[config.mk]
export PLATFORM = sky130hd
export DESIGN_NAME = fir_out_stage_flat
export DESIGN_NICKNAME = d
export VERILOG_FILES = /design/src/rtl/fir_pkg.sv /design/src/rtl/fir_out_stage_if.sv /design/src/rtl/fir_out_fifo.sv /design/src/rtl/fir_out_stage.sv /design/src/flat_wrapper.sv
export SDC_FILE = /design/constraint.sdc
export NUM_CORES = 1
export LEC_CHECK = 0
export BUFFER_PORTS_ARGS = -buffer_cell sky130_fd_sc_hd__buf_4
export CAP_MARGIN = 20
export CORE_MARGIN = 4
export CORE_UTILIZATION = 57
export CTS_CLUSTER_SIZE = 14
export DETAILED_ROUTE_END_ITERATION = 6
export GPL_TIMING_DRIVEN = 0
export HOLD_SLACK_MARGIN = 0.12
export PLACE_DENSITY_LB_ADDON = 0.05
export SKIP_CTS_REPAIR_TIMING = 1
export SLEW_MARGIN = 20
export SYNTH_ARGS = -nofsm -noshare
export SYNTH_HDL_FRONTEND = slang
export SYNTH_HIERARCHICAL = 1
export SYNTH_SLANG_ARGS = --single-unit
[constraint.sdc]
create_clock -name clk -period 6.7 [get_ports clk]
set_input_delay 1.34 -clock clk [delete_from_list [all_inputs] [get_ports clk]]
set_output_delay 1.34 -clock clk [all_outputs]
set_load 0.005 [all_outputs]
[src/rtl/fir_pkg.sv]
// Shared FIR saturation helpers. The tap and the output stage both use this package,
// so the two always apply the same rounding and saturation rules.
package fir_pkg;

    localparam logic [15:0] SAT_MAX = 16'h7FFF;
    localparam logic [15:0] SAT_MIN = 16'h8001;
    localparam int I_LSB = 0;
    localparam int Q_LSB = 16;

    typedef struct packed {
        logic        sat;
        logic [15:0] val;
    } sat_res_t;

    // Saturation is symmetric: -32768 is clipped to -32767 even when the shift is 0.
    function automatic sat_res_t sat_shift16(input logic [15:0] x, input logic [3:0] sh);
        logic signed [31:0] w;
        sat_res_t r;
        w = {{16{x[15]}}, x};
        w = w <<< sh;
        if (w > 32'sd32767) begin
            r = '{sat: 1'b1, val: SAT_MAX};
        end else if (w < -32'sd32767) begin
            r = '{sat: 1'b1, val: SAT_MIN};
        end else begin
            r = '{sat: 1'b0, val: w[15:0]};
        end
        return r;
    endfunction

endpackage

[src/rtl/fir_out_stage_if.sv]
// Stream bundle around the FIR output stage. It carries the chain input and the
// AXI-Stream output toward the packetizer.
interface fir_out_stage_if #(
    parameter int DATA_WIDTH = 32
);
    logic [DATA_WIDTH-1:0] s_data;
    logic                  s_valid;
    logic                  s_ready;
    logic [DATA_WIDTH-1:0] m_axis_tdata;
    logic                  m_axis_tvalid;
    logic                  m_axis_tready;
    logic                  m_axis_tlast;

    modport master (
        input  s_data, s_valid, m_axis_tready,
        output s_ready, m_axis_tdata, m_axis_tvalid, m_axis_tlast
    );

    modport slave (
        output s_data, s_valid, m_axis_tready,
        input  s_ready, m_axis_tdata, m_axis_tvalid, m_axis_tlast
    );
endinterface

[src/rtl/fir_out_fifo.sv]
// 3-deep first-word-fall-through FIFO. A push is taken when the FIFO is full if a
// pop happens in the same cycle.
module fir_out_fifo #(
    parameter int WIDTH = 33
) (
    input  logic             clk,
    input  logic             rst,
    input  logic             push,
    input  logic [WIDTH-1:0] push_data,
    output logic             in_ready,
    input  logic             pop,
    output logic [WIDTH-1:0] pop_data,
    output logic             out_valid,
    output logic [1:0]       count
);
    logic [WIDTH-1:0] mem [3];
    logic [1:0] wr_ptr, rd_ptr;
    logic do_push, do_pop;

    function automatic logic [1:0] ptr_inc(input logic [1:0] p);
        return (p == 2'd2) ? 2'd0 : p + 2'd1;
    endfunction

    assign out_valid = (count != 2'd0);
    assign in_ready  = (count != 2'd3) || pop;
    assign do_push   = push && in_ready;
    assign do_pop    = pop && out_valid;
    assign pop_data  = mem[rd_ptr];

    always_ff @(posedge clk) begin
        if (do_push) begin
            mem[wr_ptr] <= push_data;
        end
    end

    always_ff @(posedge clk) begin
        if (rst) begin
            wr_ptr <= 2'd0;
            rd_ptr <= 2'd0;
            count  <= 2'd0;
        end else begin
            if (do_push) wr_ptr <= ptr_inc(wr_ptr);
            if (do_pop)  rd_ptr <= ptr_inc(rd_ptr);
            case ({do_push, do_pop})
                2'b10:   count <= count + 2'd1;
                2'b01:   count <= count - 2'd1;
                default: count <= count;
            endcase
        end
    end
endmodule

[src/rtl/fir_out_stage.sv]
// FIR output conditioning stage. It decimates the I/Q stream, applies a shift gain with
// symmetric saturation, frames the result with tlast and buffers it for AXI-Stream.
module fir_out_stage #(
    parameter int DATA_WIDTH  = 32,
    parameter int DECIM_WIDTH = 8,
    parameter int FRAME_WIDTH = 16
) (
    input  logic                   clk,
    input  logic                   rst,
    fir_out_stage_if.master        bus,
    input  logic [DECIM_WIDTH-1:0] cfg_decim,
    input  logic [3:0]             cfg_shift,
    input  logic [FRAME_WIDTH-1:0] cfg_frame_len,
    input  logic                   cfg_load,
    output logic [15:0]            sat_count
);
    import fir_pkg::*;

    logic [DECIM_WIDTH-1:0] decim_q, phase, decim_eff, d_eff, phase_eff, phase_nxt;
    logic [FRAME_WIDTH-1:0] flen_q, frame_cnt, flen_eff, frame_eff, frame_nxt;
    logic [3:0]             shift_q, shift_eff;
    logic [15:0]            sat_q, sat_eff, sat_nxt;
    logic                   xfer, keep, last_new;
    sat_res_t               lane_i, lane_q;

    logic                  stage_valid;
    logic [DATA_WIDTH:0]   stage_word;
    logic                  fifo_push, fifo_in_ready, fifo_valid;
    logic [DATA_WIDTH:0]   fifo_word;
    logic [1:0]            fifo_count;

    assign bus.s_ready = !rst && (({1'b0, fifo_count} + {2'b00, stage_valid}) < 3'd3);
    assign xfer        = bus.s_valid && bus.s_ready;
    assign fifo_push   = stage_valid && fifo_in_ready;

    // A load in the same cycle as a transfer applies the new config to that sample.
    always_comb begin
        decim_eff = cfg_load ? cfg_decim     : decim_q;
        shift_eff = cfg_load ? cfg_shift     : shift_q;
        flen_eff  = cfg_load ? cfg_frame_len : flen_q;
        phase_eff = cfg_load ? '0 : phase;
        frame_eff = cfg_load ? '0 : frame_cnt;
        sat_eff   = cfg_load ? '0 : sat_q;
        d_eff     = (decim_eff == '0) ? DECIM_WIDTH'(1) : decim_eff;

        keep     = xfer && (phase_eff == '0);
        lane_i   = sat_shift16(bus.s_data[I_LSB +: 16], shift_eff);
        lane_q   = sat_shift16(bus.s_data[Q_LSB +: 16], shift_eff);
        last_new = (flen_eff != '0) && (frame_eff == flen_eff - FRAME_WIDTH'(1));

        phase_nxt = phase_eff;
        if (xfer) begin
            phase_nxt = (phase_eff == d_eff - DECIM_WIDTH'(1)) ? '0 : phase_eff + DECIM_WIDTH'(1);
        end

        frame_nxt = frame_eff;
        sat_nxt   = sat_eff;
        if (keep) begin
            frame_nxt = last_new ? '0 : frame_eff + FRAME_WIDTH'(1);
            if ((lane_i.sat || lane_q.sat) && (sat_eff != 16'hFFFF)) begin
                sat_nxt = sat_eff + 16'd1;
            end
        end
    end

    always_ff @(posedge clk) begin
        if (rst) begin
            decim_q     <= DECIM_WIDTH'(1);
            shift_q     <= 4'd0;
            flen_q      <= '0;
            phase       <= '0;
            frame_cnt   <= '0;
            sat_q       <= 16'd0;
            stage_valid <= 1'b0;
            stage_word  <= '0;
        end else begin
            if (cfg_load) begin
                decim_q <= cfg_decim;
                shift_q <= cfg_shift;
                flen_q  <= cfg_frame_len;
            end
            phase     <= phase_nxt;
            frame_cnt <= frame_nxt;
            sat_q     <= sat_nxt;
            if (keep) begin
                stage_valid <= 1'b1;
                stage_word  <= {last_new, DATA_WIDTH'({lane_q.val, lane_i.val})};
            end else if (fifo_push) begin
                stage_valid <= 1'b0;
            end
        end
    end

    fir_out_fifo #(.WIDTH(DATA_WIDTH + 1)) u_fifo (
        .clk       (clk),
        .rst       (rst),
        .push      (fifo_push),
        .push_data (stage_word),
        .in_ready  (fifo_in_ready),
        .pop       (bus.m_axis_tready),
        .pop_data  (fifo_word),
        .out_valid (fifo_valid),
        .count     (fifo_count)
    );

    assign bus.m_axis_tvalid = !rst && fifo_valid;
    assign bus.m_axis_tdata  = bus.m_axis_tvalid ? fifo_word[DATA_WIDTH-1:0] : '0;
    assign bus.m_axis_tlast  = bus.m_axis_tvalid && fifo_word[DATA_WIDTH];
    assign sat_count         = rst ? 16'd0 : sat_q;
endmodule

[src/flat_wrapper.sv]
// flat-port wrapper written by rule: the top's interface ports become plain ports
module fir_out_stage_flat import fir_pkg::*;
#(
    parameter int DATA_WIDTH  = 32,
    parameter int DECIM_WIDTH = 8,
    parameter int FRAME_WIDTH = 16
)
  (clk, rst, cfg_decim, cfg_shift, cfg_frame_len, cfg_load, sat_count, bus_s_data, bus_s_valid, bus_m_axis_tready, bus_s_ready, bus_m_axis_tdata, bus_m_axis_tvalid, bus_m_axis_tlast);
  fir_out_stage_if #(.DATA_WIDTH(DATA_WIDTH)) bus_i ();
  input  logic clk;
  input  logic rst;
  input  logic [DECIM_WIDTH-1:0] cfg_decim;
  input  logic [3:0] cfg_shift;
  input  logic [FRAME_WIDTH-1:0] cfg_frame_len;
  input  logic cfg_load;
  output logic [15:0] sat_count;
  input wire logic [$bits(bus_i.s_data)-1:0] bus_s_data;
  input wire logic [$bits(bus_i.s_valid)-1:0] bus_s_valid;
  input wire logic [$bits(bus_i.m_axis_tready)-1:0] bus_m_axis_tready;
  output wire logic [$bits(bus_i.s_ready)-1:0] bus_s_ready;
  output wire logic [$bits(bus_i.m_axis_tdata)-1:0] bus_m_axis_tdata;
  output wire logic [$bits(bus_i.m_axis_tvalid)-1:0] bus_m_axis_tvalid;
  output wire logic [$bits(bus_i.m_axis_tlast)-1:0] bus_m_axis_tlast;
  assign bus_i.s_data = bus_s_data;
  assign bus_i.s_valid = bus_s_valid;
  assign bus_i.m_axis_tready = bus_m_axis_tready;
  assign bus_s_ready = bus_i.s_ready;
  assign bus_m_axis_tdata = bus_i.m_axis_tdata;
  assign bus_m_axis_tvalid = bus_i.m_axis_tvalid;
  assign bus_m_axis_tlast = bus_i.m_axis_tlast;
  fir_out_stage #(.DATA_WIDTH(DATA_WIDTH), .DECIM_WIDTH(DECIM_WIDTH), .FRAME_WIDTH(FRAME_WIDTH)) u_core (.clk(clk), .rst(rst), .bus(bus_i), .cfg_decim(cfg_decim), .cfg_shift(cfg_shift), .cfg_frame_len(cfg_frame_len), .cfg_load(cfg_load), .sat_count(sat_count));
endmodule
==> flow_metrics.env <==
export IMPL_status="complete, no violations"
export IMPL_cts_tree="yes"
export IMPL_clk_pin_slew_ps=60
export IMPL_arrival_ps=6740
export IMPL_seqPwrFrac_pct=41.7
export IMPL_fin_area_um2=14100
export IMPL_synthesis_instances=1240
export IMPL_synthSimpleGateAreaFrac_pct=19.8
export IMPL_placedCellCount=1632
export IMPL_multi_input_area_um2=6430
export IMPL_crit_path_end_kind="flop"
export IMPL_post_drt_wl_per_cell_um=20.2
export IMPL_ir_drop_mv=0.177
export IMPL_synth_top_family_by_area="simple AND/OR/NAND/NOR gates"
export IMPL_leakage_nw=5.24
export IMPL_r2r_start="u_core/u_fifo/count[0]$_SDFFE_PP0P_"
export IMPL_antenna_cells=0
export IMPL_finalClockSkew_ps=17.8
export IMPL_fill_cells=1665
export IMPL_antenna_found_initial=0
export IMPL_hold_start="u_core/decim_q[0]$_SDFF_PP1_"
export IMPL_postRouteAntennaNets=0
export IMPL_muxShareOfSynthArea_pct=14.3
export IMPL_fin_hold_ws_ps=478
export IMPL_cp_slowest_stage_delay_ps=710
export IMPL_fp_dieW_um=153
export IMPL_start_util_pct=58.6
export IMPL_cp_start_kind="input pin"
export IMPL_syn_to_final_growth_pct=17.5
export IMPL_dp_final_hpwl_mm=25.5
export IMPL_final_common_cell="nand2_1"
export IMPL_powerDensity_nw_per_um2=239
export IMPL_die_y_um=153
export IMPL_critPathSlowestCell="buf_1"
export IMPL_wirelength_mm=33.8
export IMPL_cap_violations=0
export IMPL_layout_cells_non_filler=1674
export IMPL_r2r_end="u_core/sat_q[11]$_SDFF_PP0_"
export IMPL_layout_common_cells="nand2_1, buf_4, nor2_1, dfxtp_1, edfxtp_1"
export IMPL_pwr_share_comb_pct=18.5
export IMPL_worstMarginPinSlew_ps=900
export IMPL_r2r_setup_slack_ps=2720
export IMPL_gp_congestion=0.966
export IMPL_clkPwrFrac_pct=39.9
export IMPL_clock_sinks=209
export IMPL_grt_max_degree=15
export IMPL_syn_nets=1314
export IMPL_cts_root_buffer="clkbuf_16"
export IMPL_die_area_um2=23500
export IMPL_rows=52
export IMPL_r2r_cells=11
export IMPL_drc=0
export IMPL_port_buffers=113
export IMPL_synth_edf_count=99
export IMPL_seq_area_um2=5170
export IMPL_critPathKind="in2reg"
export IMPL_p_sw_w=0.000917
export IMPL_ys_seq_area_share_pct=43.1
export IMPL_p_int_w=0.00246
export IMPL_cp_num_buf_inv=12
export IMPL_synth_compound_area_share_pct=13.5
export IMPL_synthFlopType="dfxtp_1"
export IMPL_crit_family="buffers and inverters"
export IMPL_min_path_cells=2
export IMPL_overflow=0
export IMPL_period_share_pct=94.5
export IMPL_hold_path_class="reg2reg"
export IMPL_synthXorXnorAreaFrac_pct=4.72
export IMPL_cp_cell_sequence="buf_6, buf_2, buf_2, buf_2, buf_2, clkbuf_2, buf_2, buf_2, buf_2, buf_1, nor2b_1, ha_1, nand3_1, nor3_1, inv_1, nor2_1, inv_1, nor3_1, a31oi_1, o211ai_4, a21boi_1, mux2_1"
export IMPL_core_area_um2=20500
export IMPL_hold_viol=0
export IMPL_synth_cell_type_count=86
export IMPL_synth_adder_area_share_pct=0.938
export IMPL_final_max_slew_viol_count=0
export IMPL_grt_pass1_wl_mm=53.0
export IMPL_rsz0062_at_grt="no"
export IMPL_drt_iter0_markers=898
export IMPL_final_nets=1461
export IMPL_placed_cell_area_um2=13300
export IMPL_routed_via_density=6.04
export IMPL_grt_pass1_vias=9582
export IMPL_fmax_mhz=158
export IMPL_grtUsageTotal_pct=27.8
export IMPL_min_period_ps=6330
export IMPL_crit_fanout=10
export IMPL_cts_path_max_buffers=3
export IMPL_synth_area_um2=12000
export IMPL_ios=116
export IMPL_crit_top_cell="buf_2"
export IMPL_cp_required_ps=7110
export IMPL_clk_latency_ps=520
export IMPL_cts_buffers=23
export IMPL_synthArstFlopShare_pct=0
export IMPL_finalSetupViolations=0
export IMPL_htree_num_levels=1
export IMPL_synth_seq_cells=209
export IMPL_layout_drive_gt1_share_pct=18.5
export IMPL_hold_end="u_core/decim_q[0]$_SDFF_PP1_"
export IMPL_yosysWarnings=6
export IMPL_cp_depth=22
export IMPL_first_pass_iters=6
export IMPL_vias=10100
export IMPL_slew_headroom_pct=40.0
export IMPL_swShare_pct=27.2
export IMPL_synth_avg_cell_area_um2=9.68
==> power by group through the flow <==
stage / Combinational, W / Sequential [W] / Clock [W]
after global routing: 0.000669 / 0.00141 / 0.00142
after floorplan: 0.000404 / 0.00142 / 0
after CTS: 0.000611 / 0.00140 / 0.00137
after global placement: 0.000602 / 0.00143 / 0
after detailed placement: 0.000607 / 0.00143 / 0
final: 0.000623 / 0.00141 / 0.00135
==> logic make-up after synthesis <==
logic type,after synthesis
DFF,209
AOI/OAI and AO/OA,256
muxes,137
xor gates and xnor gates,63
buffers and inverters,86
adders and majority gates,9
and+or+nand+nor,480
==> metal layers <==
metal / GRT usage [%] / routed length [um]
met1: 37.9 / 14500
met2: 45.2 / 15500
met3: 5.57 / 2730
met4: 8.57 / 988
met5: 0 / 0
==> Yosys cell counts (6+ instances only) <==
| cell | instances | share of area (%) |
|---|---|---|
| nand2_1 | 146 | 4.6 |
| dfxtp_1 | 110 | 18 |
| nor2_1 | 110 | 3.4 |
| edfxtp_1 | 99 | 25 |
| mux2i_1 | 92 | 7.7 |
| o21ai_0 | 83 | 3.5 |
| a21oi_1 | 62 | 2.6 |
| and2_1 | 44 | 2.3 |
| clkbuf_1 | 39 | 1.2 |
| xnor2_1 | 36 | 2.6 |
| nor2b_1 | 32 | 1.7 |
| nand3_1 | 29 | 1.2 |
| xor2_1 | 26 | 1.9 |
| nor3_1 | 22 | 0.92 |
| mux4_2 | 19 | 3.6 |
| buf_2 | 18 | 0.75 |
| nand4_1 | 18 | 0.94 |
| mux2_2 | 15 | 1.4 |
| or3_1 | 15 | 0.78 |
| o22ai_1 | 14 | 0.73 |
| nand2b_1 | 13 | 0.68 |
| inv_1 | 12 | 0.38 |
| nor3b_1 | 11 | 0.69 |
| a31oi_1 | 10 | 0.52 |
| ha_1 | 9 | 0.94 |
| a211oi_1 | 8 | 0.50 |
| a21oi_2 | 7 | 0.51 |
| buf_4 | 7 | 0.44 |
| nand3b_1 | 7 | 0.44 |
| nor4_1 | 7 | 0.36 |
| o32ai_1 | 7 | 0.51 |
| buf_6 | 6 | 0.56 |
| o21ai_1 | 6 | 0.25 |
| o31ai_1 | 6 | 0.38 |
==> flip-flops by register name, indices dropped and copies added (netlist names), named ones only <==
signal                cells
u_core/stage_valid        1
u_core/sat_q             16
u_core/frame_cnt         16
u_core/phase              8
u_core/shift_q            4
u_core/decim_q            8
u_core/u_fifo/mem        99
u_core/u_fifo/wr_ptr      2
u_core/flen_q            16
u_core/u_fifo/rd_ptr      2
u_core/stage_word        33
u_core/u_fifo/count       2
==> metrics by stage <==
step	setup slack [ps]	utilization, %	total power (W)	setup TNS, ps
final	370	68.9	0.00337	0
after global placement	-273	64.4	0.00203	-5840
after detailed placement	-273	64.9	0.00204	-6130
after CTS	236	68.8	0.00338	0
after global routing	101	68.9	0.00350	0
after floorplan	1200	-	0.00183	0
==> worst max path at each step <==
stage                  start                         endpoint  slack (ps)
floorplan           cfg_load       u_core/sat_q[6]$_SDFF_PP0_        1200
global placement    cfg_load       u_core/sat_q[6]$_SDFF_PP0_        -270
detailed placement  cfg_load      u_core/sat_q[11]$_SDFF_PP0_        -270
CTS                 cfg_load  u_core/frame_cnt[11]$_SDFF_PP0_         240
global route        cfg_load      u_core/sat_q[11]$_SDFF_PP0_         100
finish              cfg_load      u_core/sat_q[11]$_SDFF_PP0_         370
==> area by class of cell <==
type / instances / share of cell area, %
sequential: 209 / 36.7
inverter: 12 / 0.319
clock inverter: 9 / 1.22
tap: 270 / 2.39
timing repair buffer: 122 / 6.60
multi-input combinational: 945 / 45.5
buffer: 74 / 2.72
clock buffer: 33 / 4.52
==> worst min-delay path: stages (launching register included) <==
cell,delay [ps]
dfxtp_1,310
mux2i_1,70
nand2_1,70
Note: power is estimated with default switching activity, not from simulation.
